## src/rtl/mem_loader_pkg.sv

```systemverilog
// Shared types and constants for the memory loader.
// State encoding, default counter width and checksum width.
package mem_loader_pkg;

  typedef enum logic [1:0] {
    S_IDLE   = 2'd0,
    S_LOAD   = 2'd1,
    S_VERIFY = 2'd2,
    S_DONE   = 2'd3
  } state_e;

  localparam int CNT_W_DEF = 16;
  localparam int CSUM_W    = 32;

endpackage

```

## src/rtl/mem_loader_xor_accum.sv

```systemverilog
// XOR checksum register with synchronous clear and accumulate.
// Clear takes priority over accumulate.
module xor_accum
  import mem_loader_pkg::*;
(
  input  logic              clk,
  input  logic              reset,
  input  logic              clr,
  input  logic              en,
  input  logic [CSUM_W-1:0] din,
  output logic [CSUM_W-1:0] acc
);

  logic [CSUM_W-1:0] acc_d;
  logic [CSUM_W-1:0] acc_q;

  // next checksum value
  always_comb begin
    acc_d = acc_q;
    if (clr) begin
      acc_d = '0;
    end else if (en) begin
      acc_d = acc_q ^ din;
    end
  end

  // checksum register
  always_ff @(posedge clk) begin
    if (reset) begin
      acc_q <= '0;
    end else begin
      acc_q <= acc_d;
    end
  end

  assign acc = acc_q;

endmodule

```

## src/rtl/mem_loader.sv

```systemverilog
// Streams words into memory at base+index with zero-latency writes.
// Optional read-back checksum check when MEM_LOADER_VERIFY_EN is defined.
module mem_loader
  import mem_loader_pkg::*;
#(
  parameter int CNT_W = CNT_W_DEF
) (
  input  logic             clk,
  input  logic             reset,
  input  logic             start,
  input  logic [31:0]      base_addr,
  input  logic [CNT_W-1:0] word_count,
  input  logic             in_valid,
  input  logic [31:0]      in_data,
  output logic             in_ready,
  output logic             mem_we,
  output logic [31:0]      mem_addr,
  output logic [31:0]      mem_wdata,
  input  logic [31:0]      mem_rdata,
  output logic             busy,
  output logic             done,
  output logic             verify_err
);

  state_e           state_d, state_q;
  logic [31:0]      base_d, base_q;
  logic [CNT_W-1:0] cnt_d, cnt_q;
  logic [CNT_W-1:0] idx_d, idx_q;
  logic [31:0]      addr_d, addr_q;
  logic [31:0]      wdata_d, wdata_q;
  logic             err_d, err_q;
  logic             last;
  logic [31:0]      cur_addr;
  logic             wr_clr, wr_en;
  logic             rd_clr, rd_en;
  logic [31:0]      wr_sum, rd_sum;

  assign last     = (idx_q == cnt_q - CNT_W'(1));
  assign cur_addr = base_q + 32'(idx_q);

`ifdef MEM_LOADER_VERIFY_EN
  xor_accum u_wr_sum (
    .clk   (clk),
    .reset (reset),
    .clr   (wr_clr),
    .en    (wr_en),
    .din   (in_data),
    .acc   (wr_sum)
  );

  xor_accum u_rd_sum (
    .clk   (clk),
    .reset (reset),
    .clr   (rd_clr),
    .en    (rd_en),
    .din   (mem_rdata),
    .acc   (rd_sum)
  );
`else
  logic unused_sum;
  assign wr_sum     = '0;
  assign rd_sum     = '0;
  assign unused_sum = ^{wr_clr, wr_en, rd_clr, rd_en, mem_rdata};
`endif

  // next-state, datapath updates and memory-port drive
  always_comb begin
    state_d   = state_q;
    base_d    = base_q;
    cnt_d     = cnt_q;
    idx_d     = idx_q;
    addr_d    = addr_q;
    wdata_d   = wdata_q;
    err_d     = err_q;
    in_ready  = 1'b0;
    mem_we    = 1'b0;
    mem_addr  = addr_q;
    mem_wdata = wdata_q;
    wr_clr    = 1'b0;
    wr_en     = 1'b0;
    rd_clr    = 1'b0;
    rd_en     = 1'b0;
    unique case (state_q)
      S_IDLE: begin
        if (start) begin
          base_d  = base_addr;
          cnt_d   = word_count;
          idx_d   = '0;
          wr_clr  = 1'b1;
          rd_clr  = 1'b1;
          err_d   = 1'b0;
          state_d = (word_count == '0) ? S_DONE : S_LOAD;
        end
      end
      S_LOAD: begin
        in_ready = 1'b1;
        if (in_valid) begin
          mem_we    = 1'b1;
          mem_addr  = cur_addr;
          mem_wdata = in_data;
          addr_d    = cur_addr;
          wdata_d   = in_data;
          wr_en     = 1'b1;
          idx_d     = idx_q + CNT_W'(1);
          if (last) begin
            idx_d = '0;
`ifdef MEM_LOADER_VERIFY_EN
            state_d = S_VERIFY;
`else
            state_d = S_DONE;
`endif
          end
        end
      end
      S_VERIFY: begin
        mem_addr = cur_addr;
        addr_d   = cur_addr;
        rd_en    = 1'b1;
        idx_d    = idx_q + CNT_W'(1);
        if (last) begin
          err_d   = ((rd_sum ^ mem_rdata) != wr_sum);
          state_d = S_DONE;
        end
      end
      S_DONE: begin
        state_d = S_IDLE;
      end
    endcase
    // reset blocks any write in the cycle it is asserted
    if (reset) begin
      in_ready = 1'b0;
      mem_we   = 1'b0;
    end
  end

  // state and datapath registers
  always_ff @(posedge clk) begin
    if (reset) begin
      state_q <= S_IDLE;
      base_q  <= '0;
      cnt_q   <= '0;
      idx_q   <= '0;
      addr_q  <= '0;
      wdata_q <= '0;
      err_q   <= 1'b0;
    end else begin
      state_q <= state_d;
      base_q  <= base_d;
      cnt_q   <= cnt_d;
      idx_q   <= idx_d;
      addr_q  <= addr_d;
      wdata_q <= wdata_d;
      err_q   <= err_d;
    end
  end

  assign busy = (state_q == S_LOAD) || (state_q == S_VERIFY);
  assign done = (state_q == S_DONE);

`ifdef MEM_LOADER_VERIFY_EN
  assign verify_err = err_q;
`else
  assign verify_err = 1'b0;
`endif

endmodule
```

## config.mk

```make
export PLATFORM = sky130hd
export DESIGN_NAME = mem_loader
export DESIGN_NICKNAME = d
export VERILOG_FILES = /design/src/rtl/mem_loader_pkg.sv /design/src/rtl/mem_loader_xor_accum.sv /design/src/rtl/mem_loader.sv
export SDC_FILE = /design/constraint.sdc
export NUM_CORES = 1
export LEC_CHECK = 0
export BUFFER_PORTS_ARGS = -buffer_cell sky130_fd_sc_hd__buf_2
export CAP_MARGIN = 10
export CORE_MARGIN = 5
export CORE_UTILIZATION = 48
export CTS_CLUSTER_DIAMETER = 200
export DETAILED_ROUTE_END_ITERATION = 7
export PLACE_DENSITY_LB_ADDON = 0.25
export SLEW_MARGIN = 20
export SYNTH_ARGS = -nofsm -noshare
export SYNTH_HDL_FRONTEND = slang
export SYNTH_SLANG_ARGS = --single-unit
```

## constraint.sdc

```tcl
create_clock -name clk -period 2.45 [get_ports clk]
set_input_delay 0.1225 -clock clk [delete_from_list [all_inputs] [get_ports clk]]
set_output_delay 0.1225 -clock clk [all_outputs]
set_load 0.03 [all_outputs]
```

==> summary.txt, run 1 <==
Final layout
  • Flip-flop and latch area: 0.00263 mm^2
  • Leading cell types in the layout, fill and taps excluded: sky130_fd_sc_hd__nand2_1, sky130_fd_sc_hd__buf_2, sky130_fd_sc_hd__dfxtp_1
  • Layout Cell Area excl Fill: 0.0110 mm^2
  • Share of layout cells above drive strength 1: 42.8%
  • Number of nets in the finished design: 1283
  • Number of non-filler instances in the completed layout: 1339
  • Most common cell after layout, fill and taps aside: sky130_fd_sc_hd__nand2_1
  • Area of combinational cells with multiple inputs: 0.00503 mm^2
  • Number of diodes: 0
  • Area growth from synthesis to layout: 57.9%
  • Filler cell count in the final layout: 926

Timing
  • Fraction of the cycle the final worst path needs: 120%
  • Final worst slack: -0.500 ns
  • Number of failing setup endpoints in the final timing report: 43
  • FMAX: 0.339 GHz
  • Post-layout min period: 2.95 ns
  • Transition time of the tightest slew-check pin: 0.604 ns
  • Worst hold slack after final layout: 0.0149 ns
  • Worst slew margin relative to its limit: 59.6%
  • Number of failing hold endpoints at the final stage: 0
  • Slew Viols, Final: 0
  • RSZ-0062 raised after global routing: true
  • Final worst clock skew: 0.00977 ns

Outcome
  • Violations in the final reports: negative setup slack
  • Outcome: finished with violations

Placed design
  • Placed Cells incl. Taps: 1225
  • Post-Place Cell Area: 0.00853 mm^2
  • Global placement routability congestion: 0.883
  • Count of buffers inserted at the top-level ports: 151
  • Post-detailed-placement half-perimeter wirelength: 14200 um
  • Minimum setup slack after placement: -0.159 ns

Global routing
  • Global-route wire length before repair: 36800 um
  • Via count of the first global-routing pass: 7562
  • Largest net degree at the start of global routing: 49
  • Total congestion overflow after global routing: 0
  • Total Routing Usage GR: 26.8%
  • Initial antenna violation count: 0

Worst setup path
  • Largest delay share family, worst path: compound AO/OA/AOI/OAI gates
  • Peak per-stage delay on the critical path: 0.39 ns
  • CP Data Arrival Time: 2.83 ns
  • Worst path cell trace: ha_4 -> a21o_1 -> a21o_1 -> a31oi_4 -> inv_2 -> o41ai_4 -> buf_6 -> mux2i_4 -> nand2_2 -> buf_2
  • Sort of element at the start of the critical path: flop
  • Top cell by count, worst path: sky130_fd_sc_hd__a21o_1
  • Path type of the worst setup path: reg2out
  • Slowest-stage cell, CP: sky130_fd_sc_hd__o41ai_4
  • Data required, critical path: 2.33 ns
  • Worst setup slack for register-to-register paths: -0.16 ns
  • Bufs and invs on worst path: 3
  • Worst-path maximum fanout: 6
  • Critical path capture point type: output port

Floorplanning
  • DIE AREA: 0.0170 mm^2
  • Total number of placement rows: 44
  • Number of primary I/O pins: 185
  • Height of the die: 130 um
  • Initial Utilization: 48.4%
  • DIE WIDTH: 130 um
  • Placeable Area: 0.0144 mm^2

Logic synthesis
  • EDFF count, synth: 0
  • Async S/R FF share, synth: 0%
  • Nets in the synthesized netlist: 991
  • Synthesis-stage register bit count: 130
  • Number of standard cells after synthesis: 851
  • Avg Inst Size Synth: 8.18 um^2
  • Cell types with the largest area share after synthesis: sky130_fd_sc_hd__dfxtp_1, sky130_fd_sc_hd__nand2_1, sky130_fd_sc_hd__a21oi_1
  • Proportion of synthesized chip area in sequential cells: 37.4%
  • Number of synthesis warnings: 0
  • Library cell occupying the most area in the post-synthesis netlist: sky130_fd_sc_hd__dfxtp_1
  • Post-synthesis instance area: 0.00696 mm^2
  • Fraction of post-synthesis cell area in the top cell type by area: 37.4%
  • Prevailing post-synth register cell: sky130_fd_sc_hd__dfxtp_1
  • Count of cell types in the netlist: 67

Job
  • Max_cap viols: 0

CTS
  • CTS sink cnt: 130
  • Bufs on Longest Clock Path: 2
  • Library cell used as clock root buffer: sky130_fd_sc_hd__clkbuf_16
  • H-Tree Depth: 4
  • Clock insertion delay at the later pin of the skew report: 0.42 ns
  • Num CTS Buffers: 17
  • Clock tree from TritonCTS: done
  • Clock transition at the registers of the reported paths: 0.06 ns

Drt
  • Number of violations reported at the end of detailed-routing iteration 0: 601
  • DRC errors left: 0
  • Total Wirelength: 24700 um
  • Post-detailed-route count of antenna-violating nets: 0
  • WL per Instance: 18.4 um
  • First-pass iteration count of the detailed router: 6
  • Total vias in the final route: 7827
  • Average vias per placed instance: 5.85

Power and ir drop
  • Maximum resistive drop on vdd: 0.631 mV
  • Power density over cell area: 857 mW/mm^2
  • Post-layout total power: 9.41 mW
  • Static power due to leakage: 4.81 nW

Min path
  • Worst min path class: in2reg
[state kept, by name, indices dropped and copies added, names as in the netlist]
signal	flops
addr_q	32
base_q	32
cnt_q	16
idx_q	16
state_q	2
wdata_q	32
[synthesized netlist by cell type (7+ instances only)]
| cell type | number |
|---|---|
| sky130_fd_sc_hd__nand4_1 | 9 |
| sky130_fd_sc_hd__a32oi_1 | 7 |
| sky130_fd_sc_hd__dfxtp_1 | 130 |
| sky130_fd_sc_hd__nand2b_1 | 11 |
| sky130_fd_sc_hd__buf_1 | 7 |
| sky130_fd_sc_hd__nand2_1 | 147 |
| sky130_fd_sc_hd__a31oi_1 | 22 |
| sky130_fd_sc_hd__nand3_1 | 36 |
| sky130_fd_sc_hd__o21ai_0 | 30 |
| sky130_fd_sc_hd__nor2_1 | 35 |
| sky130_fd_sc_hd__and2_1 | 10 |
| sky130_fd_sc_hd__mux2_2 | 33 |
| sky130_fd_sc_hd__a21oi_1 | 76 |
| sky130_fd_sc_hd__nor3_1 | 12 |
| sky130_fd_sc_hd__or4_1 | 8 |
| sky130_fd_sc_hd__and3_1 | 14 |
| sky130_fd_sc_hd__nor4_1 | 17 |
| sky130_fd_sc_hd__a21o_1 | 9 |
| sky130_fd_sc_hd__nor2b_1 | 45 |
| sky130_fd_sc_hd__ha_1 | 23 |
| sky130_fd_sc_hd__xor2_1 | 18 |
| sky130_fd_sc_hd__clkbuf_1 | 36 |
| sky130_fd_sc_hd__inv_1 | 16 |
| sky130_fd_sc_hd__mux2i_1 | 7 |
| sky130_fd_sc_hd__xnor2_1 | 15 |
[layer usage]
layer	GRT usage (%)	up-vias	wire, um
li1	-	3617	-
met1	32.8	3696	9530
met2	45.2	415	12100
met3	6.91	99	2050
met4	10.9	0	1020
met5	0	-	0
[kinds of logic after synthesis]
| group | share of synthesized area [%] |
|---|---|
| simple gates | 26.5 |
| other cells | 0.0539 |
| xor+xnor | 4.15 |
| flops | 37.4 |
| buf+inv | 3.58 |
| fa+ha+maj | 4.42 |
| mux | 6.35 |
| compound gates | 17.5 |
[repair_timing]
action	4_1_cts	5_1_grt
resized for setup	180	96
pin swaps	40	57
buffers inserted	40	14
gates cloned	2	0
hold buffers	46	0
endpoints found under the setup margin	57	56
hold endpoints to repair	46	0
[worst register-to-register path: cells and delay by family (launching register included)]
| kind | cells | cell delay, ns |
|---|---|---|
| AO/OA/AOI/OAI | 5 | 0.71 |
| buffers and inverters | 6 | 0.64 |
| adder cells (fa/ha/maj) | 2 | 0.53 |
| flip-flops | 1 | 0.34 |
| AND/OR/NAND/NOR | 2 | 0.24 |
[report_power, final]
group	switching [mW]	internal, mW	total [mW]	leakage (nW)
Clock	0.985	1.62	2.61	0.288
Sequential	0.212	2.38	2.59	1.07
Combinational	2.53	1.69	4.22	3.46
Total	3.73	5.69	9.41	4.81
[stage by stage]
stage          utilization [%]  setup TNS [ns]
3_5_place_dp              59.4           -2.46
5_1_grt                   76.5          -13.79
6_report                  76.5          -10.68
3_3_place_gp              59.4          -0.694
4_1_cts                   73.9           -9.92
2_1_floorplan                -        -0.00784
[final timing paths]
kind / startpoint / to / cells past startpoint
setup / recovery: base_q[8] / mem_addr[29] / 10
hold / removal: base_addr[1] / base_q[1] / 3
setup reg to reg: idx_q[0] / addr_q[26] / 15
hold reg to reg: addr_q[11] / addr_q[11] / 2
[cell type report]
class,count,area share (%)
multi-input cells,657,45.8
flip-flops and latches,130,23.9
repair buffers,321,22.2
clock buffers,18,4.00
well taps,184,2.10
clock inverters,13,1.45
inverters,16,0.569
(Power assumes the default switching activity.)
==> inputs of run 2 (changes only) <==
--- a/config.mk
+++ b/config.mk
@@ -12,6 +12,7 @@
 export CTS_CLUSTER_DIAMETER = 200
 export DETAILED_ROUTE_END_ITERATION = 7
 export PLACE_DENSITY_LB_ADDON = 0.25
+export RECOVER_POWER = 50
 export SLEW_MARGIN = 20
 export SYNTH_ARGS = -nofsm -noshare
 export SYNTH_HDL_FRONTEND = slang
==> summary.txt, run 2 (synthesized netlist as in run 1, its figures left out) <==
Outcome
  • Outcome: finished with violations
  • Violations in the final reports: negative setup slack

Final layout
  • Number of diodes: 0 (unchanged)
  • Most common cell after layout, fill and taps aside: sky130_fd_sc_hd__nand2_1
  • Share of layout cells above drive strength 1: 41.9% (-0.87 points)
  • Area growth from synthesis to layout: 57.4%
  • Registers with the most flip-flops: addr_q x32, base_q x32, wdata_q x32
  • Leading cell types in the layout, fill and taps excluded: sky130_fd_sc_hd__nand2_1, sky130_fd_sc_hd__buf_2, sky130_fd_sc_hd__dfxtp_1
  • Number of non-filler instances in the completed layout: 1339 (unchanged)
  • Layout Cell Area excl Fill: 0.0110 mm^2 (-0.27%)
  • Number of nets in the finished design: 1283 (unchanged)

CTS
  • Library cell used as clock root buffer: sky130_fd_sc_hd__clkbuf_16
  • Clock transition at the registers of the reported paths: 0.06 ns (about the same)
  • Num CTS Buffers: 17 (unchanged)
  • Clock insertion delay at the later pin of the skew report: 0.42 ns (about the same)
  • H-Tree Depth: 4 (unchanged)
  • Bufs on Longest Clock Path: 2 (unchanged)
  • Clock tree from TritonCTS: done
  • CTS sink cnt: 130 (unchanged)

Timing
  • FMAX: 0.340 GHz (+0.20%)
  • Final worst clock skew: 0.0102 ns (+0.000474 ns)
  • Post-Route Setup TNS: -17.66 ns (-6.98 ns)
  • Worst slew margin relative to its limit: 21.6% (-38 points)
  • Final worst slack: -0.494 ns (+0.00579 ns)
  • Slew Viols, Final: 0 (unchanged)
  • Fraction of the cycle the final worst path needs: 120% (-0.24 points)
  • Post-layout min period: 2.94 ns (-0.00579 ns)
  • RSZ-0062 raised after global routing: true
  • Number of failing hold endpoints at the final stage: 0 (unchanged)
  • Transition time of the tightest slew-check pin: 1.18 ns (+0.572 ns)
  • Number of failing setup endpoints in the final timing report: 79 (+84%)

Worst setup path
  • CP Data Arrival Time: 2.82 ns (about the same)
  • Path type of the worst setup path: reg2out
  • Sort of element at the start of the critical path: flop
  • Cell depth of the worst flop-to-flop path: 15 (unchanged)
  • Data required, critical path: 2.33 ns (about the same)
  • Worst-path maximum fanout: 6 (unchanged)
  • Critical path capture point type: output port
  • Worst setup slack for register-to-register paths: -0.16 ns (about the same)

Drt
  • Total Wirelength: 24700 um (+0.27%)
  • DRC errors left: 0 (unchanged)
  • First-pass iteration count of the detailed router: 6 (unchanged)
  • Post-detailed-route count of antenna-violating nets: 0 (unchanged)
  • WL per Instance: 18.5 um (+0.27%)
  • Number of violations reported at the end of detailed-routing iteration 0: 593 (-1.3%)
  • Average vias per placed instance: 5.82 (-0.46%)
  • Total vias in the final route: 7791 (-0.46%)

Floorplanning
  • Placeable Area: 0.0144 mm^2 (unchanged)
  • DIE AREA: 0.0170 mm^2 (unchanged)
  • Height of the die: 130 um (unchanged)
  • DIE WIDTH: 130 um (unchanged)
  • Number of primary I/O pins: 185 (unchanged)
  • Initial Utilization: 48.4% (unchanged)
  • Total number of placement rows: 44 (unchanged)

Placed design
  • Global placement routability congestion: 0.883 (unchanged)
  • Placed Cells incl. Taps: 1225 (unchanged)
  • Post-detailed-placement half-perimeter wirelength: 14200 um (unchanged)
  • Post-Place Cell Area: 0.00853 mm^2 (unchanged)
  • Minimum setup slack after placement: -0.159 ns (unchanged)
  • Count of buffers inserted at the top-level ports: 151 (unchanged)

Global routing
  • Total congestion overflow after global routing: 0 (unchanged)
  • Initial antenna violation count: 0 (unchanged)
  • Via count of the first global-routing pass: 7562 (unchanged)
  • Global-route wire length before repair: 36800 um (unchanged)
  • Largest net degree at the start of global routing: 49 (unchanged)
  • Total Routing Usage GR: 26.8% (unchanged)

Power and ir drop
  • Power density over cell area: 853 mW/mm^2 (-0.41%)
  • Post-layout total power: 9.35 mW (-0.68%)
  • Maximum resistive drop on vdd: 0.630 mV (-0.22%)
  • Static power due to leakage: 4.79 nW (-0.46%)

Job
  • Max_cap viols: 0 (unchanged)

Min path
  • Worst min path class: in2reg
  • Hold path depth: 3 (unchanged)
## run 2: cell count changes in the layout (fill, tap and decap cells not counted)
cell	previous run	this run
sky130_fd_sc_hd__and2_4	3	2
sky130_fd_sc_hd__ha_1	10	11
sky130_fd_sc_hd__dfxtp_2	17	16
sky130_fd_sc_hd__buf_4	98	95
sky130_fd_sc_hd__mux2_2	32	30
sky130_fd_sc_hd__and2_0	2	3
sky130_fd_sc_hd__clkbuf_1	0	5
sky130_fd_sc_hd__dfxtp_1	112	113
sky130_fd_sc_hd__buf_2	124	120
sky130_fd_sc_hd__mux2_1	0	2
sky130_fd_sc_hd__ha_4	12	11
sky130_fd_sc_hd__clkbuf_2	0	2
## run 2: what timing repair did
item,in CTS,in global routing
endpoints found under the setup margin,57,56
resized for setup,180,96
pin swaps,40,57
buffers inserted,40,14
gates cloned,2,0
hold buffers,46,0
endpoints found under the hold margin,46,0
## run 2: final timing paths
check / start / endpoint
max reg2reg: idx_q[0] / addr_q[26]
max: base_q[8] / mem_addr[29]
min: base_addr[1] / base_q[1]
min reg2reg: addr_q[11] / addr_q[11]
## run 2: worst max-delay path, stage by stage, from the launching register on
cell and delay [ns]:
sky130_fd_sc_hd__dfxtp_2 0.34, sky130_fd_sc_hd__ha_4 0.25, sky130_fd_sc_hd__a21o_1 0.18, sky130_fd_sc_hd__a21o_1 0.19, sky130_fd_sc_hd__a31oi_4 0.20, sky130_fd_sc_hd__inv_2 0.09
sky130_fd_sc_hd__o41ai_4 0.39, sky130_fd_sc_hd__buf_6 0.25, sky130_fd_sc_hd__mux2i_4 0.27, sky130_fd_sc_hd__nand2_2 0.06, sky130_fd_sc_hd__buf_2 0.18
## run 2: through the flow
stage,util (%),hold WS [ns]
2_1_floorplan,-,0.258
3_3_place_gp,59.4,0.364
3_5_place_dp,59.4,0.370
4_1_cts,73.9,0.00439
5_1_grt,76.3,0.00389
6_report,76.3,0.0157
## run 2: area by class of cell
cell class	instances	area, um^2
repair buffers	321	2430
well taps	184	230
fillers	938	3410
clock buffers	18	439
flip-flops and latches	130	2630
multi-input cells	657	5010
inverters	16	62.6
clock inverters	13	159
## run 2: layer usage
metal,wire [um],GRT usage (%)
met5,0,0
met3,2040,6.91
met2,12100,45.2
met4,1000,10.9
met1,9570,32.8
## run 2: power by group
part	leakage, nW	internal (mW)	switching [mW]
combinational	3.44	1.63	2.52
clock	0.288	1.62	0.984
sequential	1.06	2.37	0.213
==> inputs of run 3 (changes only) <==
--- a/config.mk
+++ b/config.mk
@@ -13,6 +13,7 @@
 export DETAILED_ROUTE_END_ITERATION = 7
 export PLACE_DENSITY_LB_ADDON = 0.25
 export RECOVER_POWER = 50
+export SETUP_SLACK_MARGIN = 0.3
 export SLEW_MARGIN = 20
 export SYNTH_ARGS = -nofsm -noshare
 export SYNTH_HDL_FRONTEND = slang
==> summary.txt, run 3 (synthesized netlist as in run 1, its figures left out) <==
Worst setup path
  • Worst path cell trace: ha_4 -> fa_2 -> a21oi_4 -> o2111ai_2 -> a31oi_4 -> o221ai_4 -> buf_6 -> nand2_8 -> or4_4 -> nand3_4 -> buf_6
  • CP Data Arrival Time: 2.91 ns (+0.09 ns)
  • Data required, critical path: 2.33 ns (about the same)
  • Peak per-stage delay on the critical path: 0.54 ns (+0.15 ns)
  • Worst-path maximum fanout: 5 (-1)
  • Slowest-stage cell, CP: sky130_fd_sc_hd__or4_4
  • Sort of element at the start of the critical path: flop
  • Top cell by count, worst path: sky130_fd_sc_hd__buf_6
  • Path type of the worst setup path: reg2out
  • Critical path capture point type: output port

Timing
  • Slew Viols, Final: 0 (unchanged)
  • Post-layout min period: 3.03 ns (+0.0877 ns)
  • Worst slew margin relative to its limit: 34.0% (+12 points)
  • Transition time of the tightest slew-check pin: 0.990 ns (-0.187 ns)
  • Worst hold slack after final layout: 0.0470 ns (+0.0313 ns)
  • FMAX: 0.330 GHz (-2.9%)
  • Fraction of the cycle the final worst path needs: 124% (+3.6 points)
  • Final worst clock skew: 0.00971 ns (-0.000536 ns)
  • Number of failing setup endpoints in the final timing report: 70 (-11%)
  • Final worst slack: -0.582 ns (-0.0877 ns)
  • RSZ-0062 raised after global routing: true
  • Number of failing hold endpoints at the final stage: 0 (unchanged)

Drt
  • Met1 wire length: 9650 um (+0.76%)
  • Max Used Layer: met4
  • DRC errors left: 0 (unchanged)
  • Average vias per placed instance: 5.81 (-0.18%)
  • Post-detailed-route count of antenna-violating nets: 0 (unchanged)
  • Routed length on met3: 1660 um (-19%)
  • Total Wirelength: 25200 um (+1.9%)
  • First-pass iteration count of the detailed router: 5 (-1)
  • Total vias in the final route: 7707 (-1.1%)
  • WL per Instance: 19.0 um (+2.8%)
  • Number of violations reported at the end of detailed-routing iteration 0: 546 (-7.9%)
  • Met2 WL: 12900 um (+6.9%)

Final layout
  • Most common cell after layout, fill and taps aside: sky130_fd_sc_hd__nand2_1
  • Filler cell count in the final layout: 963 (+2.7%)
  • Area growth from synthesis to layout: 59.2%
  • Share of layout cells above drive strength 1: 42.5% (+0.61 points)
  • Number of diodes: 0 (unchanged)
  • Leading cell types in the layout, fill and taps excluded: sky130_fd_sc_hd__nand2_1, sky130_fd_sc_hd__buf_2, sky130_fd_sc_hd__dfxtp_1
  • Number of nets in the finished design: 1270 (-1.0%)
  • Registers with the most flip-flops: addr_q x32, base_q x32, wdata_q x32

CTS
  • Clock insertion delay at the later pin of the skew report: 0.43 ns (about the same)
  • Clock tree from TritonCTS: done
  • Num CTS Buffers: 17 (unchanged)
  • Bufs on Longest Clock Path: 2 (unchanged)
  • Clock transition at the registers of the reported paths: 0.06 ns (about the same)
  • H-Tree Depth: 4 (unchanged)
  • Library cell used as clock root buffer: sky130_fd_sc_hd__clkbuf_16
  • CTS sink cnt: 130 (unchanged)

Power and ir drop
  • Post-layout total power: 9.61 mW (+2.7%)
  • Static power due to leakage: 4.78 nW (about the same)
  • Maximum resistive drop on vdd: 0.621 mV (-1.4%)
  • Power density over cell area: 867 mW/mm^2 (+1.6%)

Min path
  • Worst min path class: in2reg

Global routing
  • Total Routing Usage GR: 25.9% (-0.89 points)
  • Via count of the first global-routing pass: 7245 (-4.2%)
  • Global-route wire length before repair: 35300 um (-4.2%)
  • Largest net degree at the start of global routing: 50 (+2.0%)
  • Total congestion overflow after global routing: 0 (unchanged)
  • Initial antenna violation count: 0 (unchanged)

Placed design
  • Post-detailed-placement half-perimeter wirelength: 13700 um (-3.2%)
  • Global placement routability congestion: 0.876 (-0.75%)
  • Count of buffers inserted at the top-level ports: 151 (unchanged)

Floorplanning
  • Placeable Area: 0.0144 mm^2 (unchanged)
  • DIE AREA: 0.0170 mm^2 (unchanged)
  • Total number of placement rows: 44 (unchanged)
  • Number of primary I/O pins: 185 (unchanged)
  • DIE WIDTH: 130 um (unchanged)
  • Height of the die: 130 um (unchanged)
  • Initial Utilization: 48.4% (unchanged)

Job
  • Max_cap viols: 0 (unchanged)

Outcome
  • Violations in the final reports: negative setup slack
  • Outcome: finished with violations
==> run 3: layer usage <==
| layer | up-vias | global-route usage (%) |
|---|---|---|
| met2 | 357 | 44.6 |
| met3 | 95 | 5.49 |
| met4 | 0 | 10.1 |
| li1 | 3591 | - |
| met1 | 3664 | 31.9 |
| met5 | - | 0 |
==> run 3: what timing repair did <==
item | 4_1_cts | 5_1_grt
endpoints found under the setup margin | 103 | 106
gates cloned | 5 | 0
resized for setup | 174 | 62
endpoints found under the hold margin | 48 | 0
pin swaps | 68 | 40
hold buffers | 48 | 0
buffers inserted | 26 | 18
==> run 3: layout make-up <==
type                       count  area (um^2)  share of cell area (%)
multi-input combinational    658         5140                    46.4
sequential                   130         2640                    23.8
timing repair buffer         307         2390                    21.6
clock buffer                  20          457                    4.12
tap                          184          230                    2.08
clock inverter                12          155                    1.40
inverter                      16         63.8                   0.576
==> run 3: where the power goes <==
part,internal [mW],total [mW],switching (mW)
clock network,1.66,2.67,1.01
registers,2.38,2.60,0.217
logic,1.77,4.34,2.57
==> run 3: critical path: cells and delay by family, from the launching register on <==
family	cells	cell delay, ns
DFF	1	0.35
buffers and inverters	2	0.31
and+or+nand+nor	3	0.72
adders and majority gates	2	0.36
AOI/OAI and AO/OA	4	0.75
==> run 3: final timing paths <==
check,startpoint,end,slack [ns],depth (start not counted)
worst max-delay path,base_q[0],mem_addr[18],-0.58,11
worst min-delay path,in_data[21],wdata_q[21],0.05,3
worst max register to register,base_q[1],addr_q[14],-0.07,9
worst min register to register,cnt_q[15],cnt_q[15],0.47,2
==> run 3: through the flow <==
| step | instances | setup slack [ns] | cell area (um^2) | util (%) | TNS [ns] |
|---|---|---|---|---|---|
| 2_1_floorplan | 851 | -0.00172 | 7320 | - | -0.00307 |
| 4_1_cts | 1309 | -0.431 | 10700 | 74.4 | -8.16 |
| 5_1_grt | 1327 | -0.648 | 11100 | 77.1 | -24.55 |
| 3_3_place_gp | 1198 | -0.0248 | 8610 | 59.9 | -0.0611 |
| 3_5_place_dp | 1198 | -0.0690 | 8610 | 59.9 | -0.507 |
| 6_report | 1327 | -0.582 | 11100 | 77.1 | -17.77 |
